**src/rtl/cache_refill_arbiter_pkg.sv**
```systemverilog
// Shared definitions for the cache refill arbiter: FSM encoding and memory word geometry.
package cache_refill_arbiter_pkg;

  localparam int STATE_W        = 3;
  localparam int BYTES_PER_WORD = 4;
  localparam int WORD_OFF_W     = 2;

  localparam logic [STATE_W-1:0] S_IDLE   = 3'd0;
  localparam logic [STATE_W-1:0] S_D_WB   = 3'd1;
  localparam logic [STATE_W-1:0] S_D_FILL = 3'd2;
  localparam logic [STATE_W-1:0] S_I_FILL = 3'd3;
  localparam logic [STATE_W-1:0] S_D_DONE = 3'd4;
  localparam logic [STATE_W-1:0] S_I_DONE = 3'd5;

endpackage

```
**src/rtl/cache_refill_arbiter.sv**
```systemverilog
// Shares one word-wide memory port between ICache and DCache misses, sequencing
// dirty write-back then line refill one word per MemAck; drives pipeline stall requests.
module cache_refill_arbiter
  import cache_refill_arbiter_pkg::*;
#(
  parameter  int LINE_WORDS = 4,
  parameter  int ADDR_W     = 32,
  parameter  int DATA_W     = 32,
  localparam int IDX_W      = $clog2(LINE_WORDS)
) (
  input  logic              clk,
  input  logic              rst_n,
  input  logic              IMissReq,
  input  logic [ADDR_W-1:0] IMissAddr,
  input  logic              DMissReq,
  input  logic [ADDR_W-1:0] DMissAddr,
  input  logic              DDirty,
  input  logic [ADDR_W-1:0] DVictimAddr,
  input  logic [DATA_W-1:0] DVictimData,
  output logic              MemReq,
  output logic              MemWe,
  output logic [ADDR_W-1:0] MemAddr,
  output logic [DATA_W-1:0] MemWData,
  input  logic [DATA_W-1:0] MemRData,
  input  logic              MemAck,
  output logic [IDX_W-1:0]  WordIdx,
  output logic              IRefillWe,
  output logic              DRefillWe,
  output logic              IRefillDone,
  output logic              DRefillDone,
  output logic              ICacheMiss,
  output logic              DCacheMiss
);

  localparam logic [ADDR_W-1:0] OFF_MASK = ADDR_W'(LINE_WORDS * BYTES_PER_WORD - 1);
  localparam logic [IDX_W-1:0]  LAST_IDX = IDX_W'(LINE_WORDS - 1);

  logic [STATE_W-1:0] state_q, state_d;
  logic [IDX_W-1:0]   cnt_q, cnt_d;
  logic [ADDR_W-1:0]  i_base_q, i_base_d;
  logic [ADDR_W-1:0]  d_base_q, d_base_d;
  logic [ADDR_W-1:0]  v_base_q, v_base_d;

  logic              in_wb, in_dfill, in_ifill;
  logic              last_word;
  logic [ADDR_W-1:0] cur_base;
  logic [ADDR_W-1:0] word_off;

  // Refill data goes straight into the cache arrays; the arbiter only sequences it.
  logic rdata_unused;
  assign rdata_unused = ^MemRData;

  assign in_wb     = (state_q == S_D_WB);
  assign in_dfill  = (state_q == S_D_FILL);
  assign in_ifill  = (state_q == S_I_FILL);
  assign last_word = (cnt_q == LAST_IDX);

  always_comb begin
    state_d  = state_q;
    cnt_d    = cnt_q;
    i_base_d = i_base_q;
    d_base_d = d_base_q;
    v_base_d = v_base_q;
    case (state_q)
      S_IDLE: begin
        cnt_d = '0;
        // DCache wins ties: its miss belongs to the older instruction.
        if (DMissReq) begin
          d_base_d = DMissAddr & ~OFF_MASK;
          v_base_d = DVictimAddr & ~OFF_MASK;
          state_d  = DDirty ? S_D_WB : S_D_FILL;
        end else if (IMissReq) begin
          i_base_d = IMissAddr & ~OFF_MASK;
          state_d  = S_I_FILL;
        end
      end
      S_D_WB: begin
        if (MemAck) begin
          cnt_d = cnt_q + IDX_W'(1);
          if (last_word) state_d = S_D_FILL;
        end
      end
      S_D_FILL: begin
        if (MemAck) begin
          cnt_d = cnt_q + IDX_W'(1);
          if (last_word) state_d = S_D_DONE;
        end
      end
      S_I_FILL: begin
        if (MemAck) begin
          cnt_d = cnt_q + IDX_W'(1);
          if (last_word) state_d = S_I_DONE;
        end
      end
      S_D_DONE: state_d = S_IDLE;
      S_I_DONE: state_d = S_IDLE;
      default:  state_d = S_IDLE;
    endcase
  end

  always_ff @(posedge clk or negedge rst_n) begin
    if (!rst_n) begin
      state_q  <= S_IDLE;
      cnt_q    <= '0;
      i_base_q <= '0;
      d_base_q <= '0;
      v_base_q <= '0;
    end else begin
      state_q  <= state_d;
      cnt_q    <= cnt_d;
      i_base_q <= i_base_d;
      d_base_q <= d_base_d;
      v_base_q <= v_base_d;
    end
  end

  always_comb begin
    cur_base = '0;
    if (in_wb)         cur_base = v_base_q;
    else if (in_dfill) cur_base = d_base_q;
    else if (in_ifill) cur_base = i_base_q;
  end

  // Word offset is OR-ed into an aligned base, so the last word never carries.
  assign word_off = ADDR_W'({cnt_q, {WORD_OFF_W{1'b0}}});

  assign MemReq      = in_wb | in_dfill | in_ifill;
  assign MemWe       = in_wb;
  assign MemAddr     = MemReq ? (cur_base | word_off) : '0;
  assign MemWData    = in_wb ? DVictimData : '0;
  assign WordIdx     = cnt_q;
  assign IRefillWe   = in_ifill & MemAck;
  assign DRefillWe   = in_dfill & MemAck;
  assign IRefillDone = (state_q == S_I_DONE);
  assign DRefillDone = (state_q == S_D_DONE);

  // Stalls release in the Done cycle so the pipeline resumes right after the last write.
  assign ICacheMiss  = IMissReq & ~IRefillDone;
  assign DCacheMiss  = DMissReq & ~DRefillDone;

endmodule
```
**config.mk**
```make
export PLATFORM = sky130hd
export DESIGN_NAME = cache_refill_arbiter
export DESIGN_NICKNAME = d
export VERILOG_FILES = /design/src/rtl/cache_refill_arbiter_pkg.sv /design/src/rtl/cache_refill_arbiter.sv
export SDC_FILE = /design/constraint.sdc
export NUM_CORES = 1
export LEC_CHECK = 0
export CORE_MARGIN = 10
export CORE_UTILIZATION = 53
export DETAILED_ROUTE_END_ITERATION = 8
export DONT_BUFFER_PORTS = 1
export GPL_TIMING_DRIVEN = 0
export HOLD_SLACK_MARGIN = 0.06
export PLACE_DENSITY_LB_ADDON = 0.1
export SETUP_SLACK_MARGIN = 0.05
export SYNTH_ARGS = -nofsm -noshare
export SYNTH_HDL_FRONTEND = slang
export SYNTH_SLANG_ARGS = --single-unit
```
**constraint.sdc**
```tcl
create_clock -name clk -period 2.1 [get_ports clk]
set_clock_uncertainty 0.05 [all_clocks]
set_input_delay 0.42 -clock clk [delete_from_list [all_inputs] [get_ports clk]]
set_output_delay 0.42 -clock clk [all_outputs]
set_load 0.03 [all_outputs]
```
Word-level counts from Yosys, hierarchy flattened:

Cells that the tools add are included.

* output and inout port bits: 74
* register bits: 89
* word-level logic and storage cells: 54
* bits of input ports: 166

* reductions and logical operators: 7
* bitwise logic cells: 10
* add/sub/neg operators: 1
* multiplexer cells: 17
* eq/ne operators: 14

Operators with widths (count)
* $mux W32: 5
* $or A32 B4 Y32: 1
* $mux W3: 8
* $pmux W3 S4: 1
* $ne A2 B1 Y1 const B: 4
* $reduce_and A7 Y1: 1
* $eq A3 B2 Y1 const B: 2
* $eq A3 B3 Y1 const B: 2
* $ne A2 B2 Y1 const B: 3
* $and A1 B1 Y1: 4
* $mux W2: 2
* $pmux W2 S2: 1
* $reduce_and A2 Y1: 2
* $eq A3 B1 Y1 const B: 1
* $logic_not A3 Y1: 1
* $ne A3 B3 Y1 const B: 1
* $not A1 Y1: 3
* $reduce_and A3 Y1: 1
* $reduce_or A3 Y1: 1
* $add A2 B1 Y2 const B: 1
* $eq A2 B2 Y1 const B: 1
* $or A1 B1 Y1: 2
* $reduce_bool A2 Y1: 1

Depth between registers and ports, before layout:

Gate-level depths: netlist of run 1.

* word-level depth: 6
* gate-level depth with buffers: 6
* depth with buffers taken out: 4

Worst setup path after synthesis of run 1:

OpenSTA, ideal clock, no wires.

* path kind: flip-flop to output port
* from: register state_q[1]
* to: output port MemAddr[22]
* data required time: 1.630 ns
* path slack: 0.041 ns
* path buffers: 3
* cell stages (with the launch flop): 7
* data arrival time: 1.589 ns
* path through: dfrtp_1 buf_6 and2b_1 buf_2 buf_2 a22oi_1 nor2_1

* longest elaborated chain between the ends: 6
* elaborated cells between the ends (all ways): 10
* those cells by class: eq/ne: 3; mux: 4; bitwise: 3

RTL lines
* start: declaration: line cache_refill_arbiter.sv:38 `logic [STATE_W-1:0] state_q, state_d;`
* start signal: assignment: line cache_refill_arbiter.sv:109 `state_q <= state_d;`
* $eq A3 B2 Y1: line cache_refill_arbiter.sv:55 `assign in_ifill = (state_q == S_I_FILL);`
* $mux W32: line cache_refill_arbiter.sv:121 `else if (in_ifill) cur_base = i_base_q;`
* $mux W32: line cache_refill_arbiter.sv:120 `else if (in_dfill) cur_base = d_base_q;`
* $mux W32: line cache_refill_arbiter.sv:119 `if (in_wb) cur_base = v_base_q;`
* $or A32 B4 Y32: line cache_refill_arbiter.sv:129 `assign MemAddr = MemReq ? (cur_base | word_off) : '0;`
* $mux W32 (*): line cache_refill_arbiter.sv:129
* end: declaration: line cache_refill_arbiter.sv:22 `output logic [ADDR_W-1:0] MemAddr,`

Mark *: on every way between the ends. The rest lies on a longest branch, timed or not.

Final worst setup path of run 1:

* from: register state_q[1]
* to: output port MemWData[27]

* longest elaborated chain between the ends: 2

RTL lines
* $eq A3 B1 Y1: line cache_refill_arbiter.sv:53 `assign in_wb = (state_q == S_D_WB);`
* via MemWe: line cache_refill_arbiter.sv:21 `output logic MemWe,`
* $mux W32: line cache_refill_arbiter.sv:130 `assign MemWData = in_wb ? DVictimData : '0;`
* end: declaration: line cache_refill_arbiter.sv:23 `output logic [DATA_W-1:0] MemWData,`

The timed path passes the listed nets, and every way through them passes these cells.

==> results of run 1 <==
## through the flow
stage | total power (µW) | hold WS [ns] | area, µm² | setup TNS [ns] | worst slack, ns
floorplan | 6960 | 0.0744 | 4530 | 0 | 0.112
global placement | 7630 | 0.0773 | 4660 | -4.16 | -0.290
detailed placement | 7720 | 0.0774 | 4660 | -4.58 | -0.296
CTS | 10400 | -0.316 | 5560 | -6.82 | -0.157
global route | 11100 | -0.327 | 5650 | -10.23 | -0.214
finish | 10600 | -0.296 | 5650 | -6.05 | -0.147
## synthesized netlist by cell type, types with 2 or more instances
master    number  area share [%]
buf_6          7             1.8
dfrtp_1       89              49
buf_2          9             1.0
o21ai_0        3            0.33
mux2_2        52              13
buf_4          3            0.50
clkbuf_1      10            0.83
nand2_1        2            0.17
nor2b_1        6            0.83
and2_1        37             5.1
a22oi_1       28             4.7
and2b_1        2            0.33
mux2_1        40              10
a21oi_1        2            0.22
nor2_1        30             2.5
mux2_4        20             6.7
## cell families after synthesis
logic type	count (synthesis)	synth area share [%]
AO/OA/AOI/OAI	36	5.81
multiplexers	113	29.9
other	1	0.0833
flip-flops	89	49.5
adder cells (fa/ha/maj)	1	0.278
AND/OR/NAND/NOR	82	10.2
buffers and inverters	30	4.17
## area by class of cell
| type | count | area, µm² | area share [%] |
|---|---|---|---|
| timing repair buffer | 16 | 239 | 4.23 |
| tap | 105 | 131 | 2.32 |
| buffer | 28 | 299 | 5.29 |
| sequential | 89 | 2230 | 39.4 |
| multi-input combinational | 234 | 2580 | 45.7 |
| clock buffer | 10 | 128 | 2.26 |
| inverter | 1 | 3.75 | 0.0664 |
| antenna | 1 | 2.50 | 0.0443 |
| clock inverter | 5 | 41.3 | 0.730 |
## flip-flops by register name, indices dropped and copies added (netlist names)
| signal | cells |
|---|---|
| d_base_q | 28 |
| i_base_q | 28 |
| v_base_q | 28 |
| state_q | 3 |
| WordIdx | 2 |
## layer usage
layer	routed length (µm)	share of wire, %
met5	7	0.054
met4	119	0.92
met3	1240	9.6
met2	6560	51
met1	5010	39
## repair_timing
item,in CTS,in global routing
resized for setup,198,21
pin swaps,19,19
setup endpoints to repair,68,67
hold endpoints to repair,89,89
cloned,3,2
buffers inserted,6,7
## worst max-delay path: cells and delay by family, from the launching register on
kind	cells	cell delay, ns
simple gates	3	0.76
flops	1	0.39
buf+inv	2	0.28
## final timing paths
path                           endpoint
min                         v_base_q[6]
min in group clk           v_base_q[25]
max in group asynchronous  v_base_q[29]
max                        MemWData[27]
min reg2reg                d_base_q[14]
max reg2reg                i_base_q[26]
## power by group through the flow
stage	registers, µW	logic, µW	clock network, µW
floorplan	2910	4050	0
global placement	3010	4630	0
detailed placement	3050	4670	0
CTS	3060	6270	1080
global route	3200	6780	1150
finish	3090	6420	1050
==> impl_metrics.json, run 1 <==
{
  "clkTransAtPathRegs_ns": 0.09,
  "crit_chain": "buf_6, and2b_4, and2b_4, buf_8, and2_4",
  "die-area_um2": 12600,
  "grt_pass1_vias": 3121,
  "antenna_found_initial": 2,
  "post-route-util_pct": 68.5,
  "power_frac_comb_pct": 60.8,
  "setup_slack_ns": -0.147,
  "most-common-layout-cells": "dfrtp_1, mux2_2, mux2_1, and2_4, nor2_4",
  "status": "finished, violations left",
  "cp.required_ns": 1.63,
  "grt_usage_pct": 19.8,
  "cts-root-buf": "clkbuf_8",
  "grt.overflow.total": 0,
  "synth_seq_area_share_pct": 49.5,
  "max_freq_ghz": 0.445,
  "gp_congestion": 0.761,
  "drcViolationCount": 0,
  "worstRegToRegCells": 8,
  "first_pass_iters": 4,
  "synthArstFlopShare_pct": 100,
  "numClockSinks": 89,
  "fin_crit_ns": 2.25,
  "drive_gt1_share_pct": 60.6,
  "hold_viol_final": 89,
  "fp-row-count": 33,
  "htree_levels": 3,
  "cts_tree": "built",
  "intPower_uw": 5880,
  "violations": "hold timing, setup timing",
  "grt_use_met1_pct": 23.0,
  "num-fill-cells": 609,
  "viasPerCell": 5.83,
  "crit_start": "state_q[1]",
  "r2r_start": "state_q[1]",
  "final_common_cell": "dfrtp_1",
  "synth_edf_count": 0,
  "clk_latency_ns": 0.34,
  "wl_per_cell_um": 26.4,
  "path_class": "flop to primary output",
  "grt_max_degree": 90,
  "finalSetupViolCount": 56,
  "peakVddDrop_v": 0.000773,
  "ios": 240,
  "grt_first_pass_wirelength_mm": 19.7,
  "syn_area_um2": 4500,
  "fin_cells": 489,
  "critical-path-slowest-cell": "dfrtp_1",
  "hold_path_class": "input pin to async pin",
  "power_density_nw_per_um2": 1870,
  "initial_core_util_pct": 54.5,
  "yosysUniqueCellTypes": 28,
  "nNetsFinal": 546,
  "power.switching_uw": 4670,
  "coreArea_um2": 8260,
  "ant_nets": 0,
  "grt_use_met3_pct": 7.83,
  "port_buffers": 0,
  "cts_buffers": 9,
  "ys.flop_type": "dfrtp_1",
  "worstPathArrival_ns": 1.78,
  "start_kind": "flop",
  "holdWs_ns": -0.296,
  "worstSetupEndpointType": "primary output",
  "finalMaxSlewViolations": 0,
  "syn2layout_area_growth_pct": 25.6,
  "yosys_warnings": 0,
  "met2_usage_pct": 33.3,
  "path_common_cell": "and2b_4",
  "cpPeakStageDelay_ns": 0.39,
  "wl_mm": 12.9,
  "die_x_um": 112,
  "cts_max_path_buffers": 2,
  "synth_seq_cells": 89,
  "dp_hpwl_mm": 9.18,
  "vias": 2853,
  "power_switching_share_pct": 44.2,
  "p_seq_share_pct": 29.3,
  "synth_cells": 352,
  "grt_busiest_layer": "met2",
  "r2r_slack_ns": 0.15,
  "dp_cells": 458,
  "path_max_fanout": 7,
  "rsz0062_at_grt": "true",
  "fin_crit_sh_pct": 107,
  "maxCapViolations": 0,
  "p_leak_uw": 0.00247,
  "syn_area_per_cell_um2": 12.8,
  "p_clk_share_pct": 9.9,
  "dieHeight_um": 112,
  "drtIter0Drc": 78
}
Power figures use the tool's default switching activity.
==> run 2, diff against run 1 <==
--- a/config.mk
+++ b/config.mk
@@ -16,3 +16,4 @@
 export SYNTH_ARGS = -nofsm -noshare
 export SYNTH_HDL_FRONTEND = slang
 export SYNTH_SLANG_ARGS = --single-unit
+export TNS_END_PERCENT = 50
==> impl_metrics.json, run 2 (synthesis results as in run 1) <==
{
  "status": "finished, violations left",
  "violations": "hold timing, setup timing",
  "most-common-layout-cells": "dfrtp_1, mux2_2, mux2_1, and2_4, nor2_4",
  "die_x_um": 112,
  "post-route-util_pct": 67.6,
  "setup_slack_ns": -0.127,
  "critical-path-slowest-cell": "dfrtp_1",
  "final_common_cell": "dfrtp_1",
  "total_power_uw": 10400,
  "clkTransAtPathRegs_ns": 0.09,
  "rsz0062_at_grt": "true",
  "wl_per_cell_um": 25.6,
  "numClockSinks": 89,
  "clk_latency_ns": 0.35,
  "htree_levels": 3,
  "port_buffers": 0,
  "hold_viol_final": 89,
  "cpPeakStageDelay_ns": 0.38,
  "fin_crit_sh_pct": 106,
  "initial_core_util_pct": 54.5,
  "crit_chain": "buf_6, and2b_2, and2b_4, clkbuf_8, and2_4",
  "max_freq_ghz": 0.449,
  "finalSetupViolCount": 59,
  "place_ws_ns": -0.324,
  "grt_pass1_vias": 3269,
  "cts_max_path_buffers": 2,
  "grt_use_met3_pct": 7.88,
  "path_class": "flop to primary output",
  "drtIter0Drc": 85,
  "gp_congestion": 0.787,
  "drive_gt1_share_pct": 60.5,
  "ios": 240,
  "cts-root-buf": "clkbuf_8",
  "wl_mm": 12.6,
  "path_delay_family": "simple AND/OR/NAND/NOR gates",
  "holdWs_ns": -0.302,
  "met2_usage_pct": 32.7,
  "start_kind": "flop",
  "vias": 2904,
  "viasPerCell": 5.91,
  "drcViolationCount": 0,
  "die-area_um2": 12600,
  "grt.overflow.total": 0,
  "ant_nets": 0,
  "cp.required_ns": 1.63,
  "grt_busiest_layer": "met2",
  "hold_path_class": "input pin to async pin",
  "grt_usage_pct": 19.8,
  "first_pass_iters": 4,
  "grt_first_pass_wirelength_mm": 19.9,
  "cts_tree": "built",
  "top_regs": "d_base_q x28, i_base_q x28, v_base_q x28",
  "fp-row-count": 33,
  "maxCapViolations": 0,
  "worstPathArrival_ns": 1.76,
  "power_density_nw_per_um2": 1860,
  "cts_buffers": 9,
  "grt_max_degree": 90,
  "dieHeight_um": 112,
  "path_max_fanout": 10,
  "worstSetupEndpointType": "primary output",
  "nNetsFinal": 544,
  "p_leak_uw": 0.00243,
  "antenna_found_initial": 3,
  "crit_buf_inv": 2,
  "finalMaxSlewViolations": 0,
  "dp_hpwl_mm": 9.04,
  "grt_use_met1_pct": 23.0,
  "fin_crit_ns": 2.23,
  "peakVddDrop_v": 0.000861,
  "syn2layout_area_growth_pct": 24.0,
  "r2r_slack_ns": 0.21,
  "coreArea_um2": 8260
}
-- run 2: through the flow --
step	area [µm²]	std cells	hold WS [ns]	TNS, ns
global placement	4640	458	0.0775	-5.23
global route	5580	489	-0.323	-9.81
CTS	5550	484	-0.312	-6.96
floorplan	4510	353	0.0744	0
detailed placement	4640	458	0.0772	-5.84
finish	5580	491	-0.302	-5.66
-- run 2: repair_timing --
item                                    CTS  global route
gates cloned                              3             0
hold endpoints to repair                 89            89
gates resized for setup                 201             3
pin swaps                                46             8
setup buffers                             7             3
endpoints found under the setup margin   68            65
-- run 2: layout make-up --
class / count / area [µm²]
Clock inverter: 5 / 40.0
Timing Repair Buffer: 13 / 175
Tap cell: 105 / 131
Clock buffer: 11 / 141
Multi-Input combinational cell: 234 / 2560
Antenna cell: 4 / 10.0
Buffer: 29 / 287
Sequential cell: 89 / 2230
Inverter: 1 / 3.75
Fill cell: 632 / 2680
-- run 2: final timing paths --
kind | from | to | cells after the start
min reg2reg | d_base_q[11] | d_base_q[11] | 1
max | state_q[1] | MemWData[8] | 5
max in group asynchronous | rst_n | v_base_q[30] | 0
min | rst_n | i_base_q[29] | 0
max reg2reg | state_q[1] | v_base_q[10] | 6
min in group clk | DVictimAddr[24] | v_base_q[24] | 1
-- run 2: report_power, final --
group | internal [µW] | total (µW) | switching, µW
clock network | 469 | 1090 | 624
registers | 2570 | 3100 | 525
logic | 2710 | 6190 | 3480
total | 5750 | 10400 | 4630
-- run 2: worst reg2reg max path, cell delays in order, from the launching register on --
cell,delay (ns)
dfrtp_1,0.38
buf_6,0.13
buf_4,0.15
nor4b_4,0.28
buf_4,0.25
buf_6,0.19
mux2_1,0.34
-- run 2: routing by layer --
metal / part of all wire [%] / routed length (µm) / vias up
met3: 9.5 / 1200 / 15
met1: 38 / 4810 / 1471
met2: 51 / 6380 / 130
met4: 1.6 / 196 / 0
li1: - / - / 1288
met5: 0 / 0 / -
==> run 3, diff against run 2 <==
--- a/config.mk
+++ b/config.mk
@@ -5,8 +5,10 @@
 export SDC_FILE = /design/constraint.sdc
 export NUM_CORES = 1
 export LEC_CHECK = 0
-export CORE_MARGIN = 10
+export ABC_AREA = 1
+export CORE_MARGIN = 3
 export CORE_UTILIZATION = 53
+export CTS_CLUSTER_SIZE = 24
 export DETAILED_ROUTE_END_ITERATION = 8
 export DONT_BUFFER_PORTS = 1
 export GPL_TIMING_DRIVEN = 0
==> impl_metrics.json, run 3 <==
{
  "status": "finished, violations left",
  "violations": "hold timing, setup timing",
  "max_slew_margin_pct": 49.0,
  "fin_crit_sh_pct": 112,
  "antennaDiodeCount": 0,
  "grt_usage_pct": 25.4,
  "synth_top_cell_area_share_pct": 50.0,
  "path_max_fanout": 7,
  "port_buffers": 0,
  "post-route-util_pct": 67.2,
  "syn_area_per_cell_um2": 7.64,
  "clkTransAtPathRegs_ns": 0.09,
  "cts_buffers": 9,
  "yosys.area_share.simple_pct": 21.0,
  "fin_cells": 715,
  "vias": 3877,
  "gp_congestion": 0.833,
  "start_kind": "flop",
  "cts-root-buf": "clkbuf_8",
  "synth_cells": 583,
  "dp_cells": 686,
  "cpPeakStageDelay_ns": 0.61,
  "tightest_slew_ns": 0.762,
  "worstPathArrival_ns": 1.89,
  "coreArea_um2": 7930,
  "synthMuxAreaShare_pct": 0,
  "viasPerCell": 5.42,
  "wl_mm": 12.7,
  "peakVddDrop_v": 0.000637,
  "synth_most_common_cell": "nand2_1",
  "hold_viol_final": 89,
  "path_delay_family": "compound AO/OA/AOI/OAI gates",
  "wl_per_cell_um": 17.7,
  "drtIter0Drc": 237,
  "grt_first_pass_wirelength_mm": 19.3,
  "p_leak_uw": 0.00261,
  "first_pass_iters": 4,
  "dieHeight_um": 97.7,
  "holdWs_ns": -0.301,
  "dp_hpwl_mm": 8.46,
  "synthTopCellsByArea": "dfrtp_1, nand2_1, inv_1, o21ai_1, o211ai_1",
  "multi_input_area_um2": 1910,
  "ios": 240,
  "cp.required_ns": 1.63,
  "worstSetupEndpointType": "primary output",
  "hold_path_class": "input pin to async pin",
  "seqCellArea_um2": 2230,
  "syn_area_um2": 4450,
  "die-area_um2": 9540,
  "path_class": "flop to primary output",
  "top_regs": "d_base_q x28, i_base_q x28, v_base_q x28",
  "drive_gt1_share_pct": 18.3,
  "crit_buf_inv": 2,
  "ant_nets": 0,
  "num-fill-cells": 697,
  "grt.overflow.total": 0,
  "most-common-layout-cells": "nand2_1, inv_1, dfrtp_1, o21ai_1, nor2_4",
  "synth_seq_cells": 89,
  "synth_compound_area_share_pct": 14.6,
  "grt_max_degree": 90,
  "synth_top_area_cell": "dfrtp_1",
  "synth_edf_count": 0,
  "antenna_found_initial": 0,
  "setup_slack_ns": -0.258,
  "ys.flop_type": "dfrtp_1",
  "drcViolationCount": 0,
  "final_common_cell": "nand2_1",
  "synth-xor-area-share_pct": 0,
  "grt_pass1_vias": 3789,
  "rsz0062_at_grt": "true",
  "numClockSinks": 89,
  "synthArstFlopShare_pct": 100,
  "synth_top_family_by_area": "simple AND/OR/NAND/NOR gates",
  "power_density_nw_per_um2": 1580,
  "fin_setup_tns_ns": -6.34,
  "fp-row-count": 32,
  "max_freq_ghz": 0.424,
  "yosysUniqueCellTypes": 20,
  "synth_seq_area_share_pct": 50.0,
  "nNetsFinal": 775,
  "die_x_um": 97.7,
  "htree_levels": 3,
  "yosys_warnings": 0,
  "yosys-top-cells-count": "nand2_1, inv_1, dfrtp_1",
  "cts_max_path_buffers": 2,
  "maxCapViolations": 0,
  "finalSetupViolCount": 52,
  "initial_core_util_pct": 56.2,
  "yosys.area_share.adder_pct": 0.281,
  "syn2layout_area_growth_pct": 19.6,
  "cts_tree": "built",
  "fin_crit_ns": 2.36,
  "clk_latency_ns": 0.35,
  "finalMaxSlewViolations": 0,
  "critical-path-slowest-cell": "o211ai_1",
  "crit_chain": "inv_4, nand3_4, buf_8, o211ai_1"
}
run 3: worst register-to-register path, stage by stage (launching register included):
cell and delay (ns):
dfrtp_1 0.43, buf_4 0.16, nor2_4 0.20, nand2_2 0.12, buf_6 0.16, buf_2 0.18, o21ai_0 0.21, nand2_1 0.07
run 3: worst paths after layout:
check / startpoint / end / slack (ns) / cells after the start
setup / recovery: state_q[2] / MemAddr[10] / -0.26 / 4
hold / removal: rst_n / v_base_q[11] / -0.30 / 0
setup reg to reg: state_q[1] / d_base_q[26] / 0.41 / 7
hold reg to reg: d_base_q[27] / d_base_q[27] / 0.44 / 2
max in group asynchronous: rst_n / v_base_q[17] / 2.16 / 0
min in group clk: DMissAddr[28] / d_base_q[28] / 0.13 / 2
run 3: kinds of logic (layout without fill, tap and decap cells):
logic type	count (synthesis)	after routing
and+or+nand+nor	241	241
other	1	2
buffers and inverters	136	165
AOI/OAI and AO/OA	115	115
adders and majority gates	1	1
DFF	89	89
run 3: metrics by stage:
stage | setup WS [ns] | instance area (µm²) | power (µW)
2_1_floorplan | 0.0618 | 4460 | 5840
4_1_cts | -0.260 | 5160 | 8250
6_report | -0.258 | 5320 | 8440
3_3_place_gp | -0.248 | 4580 | 6460
5_1_grt | -0.332 | 5320 | 9010
3_5_place_dp | -0.280 | 4580 | 6570
run 3: power by group:
| part | switching (µW) | internal, µW | total, µW |
|---|---|---|---|
| clock | 595 | 616 | 1210 |
| sequential | 377 | 2510 | 2890 |
| combinational | 3030 | 1310 | 4330 |
| total | 4000 | 4440 | 8440 |
run 3: area by class of cell:
| class | count | share of cell area (%) |
|---|---|---|
| tap | 102 | 2.40 |
| inverter | 100 | 7.22 |
| clock buffer | 12 | 2.91 |
| timing repair buffer | 13 | 2.44 |
| sequential | 89 | 41.9 |
| clock inverter | 4 | 0.964 |
| multi-input combinational | 359 | 35.8 |
| buffer | 36 | 6.37 |
run 3: layer usage:
layer  wire (µm)  GRT usage [%]
met1        5090           33.3
met2        6200           40.4
met3         984           6.53
met4         395           10.1
met5           0              0
run 3: what timing repair did:
action,CTS,global route
hold endpoints to repair,89,89
resized for setup,80,38
endpoints found under the setup margin,66,66
gates cloned,1,0
pin swaps,20,26
setup buffers,8,4
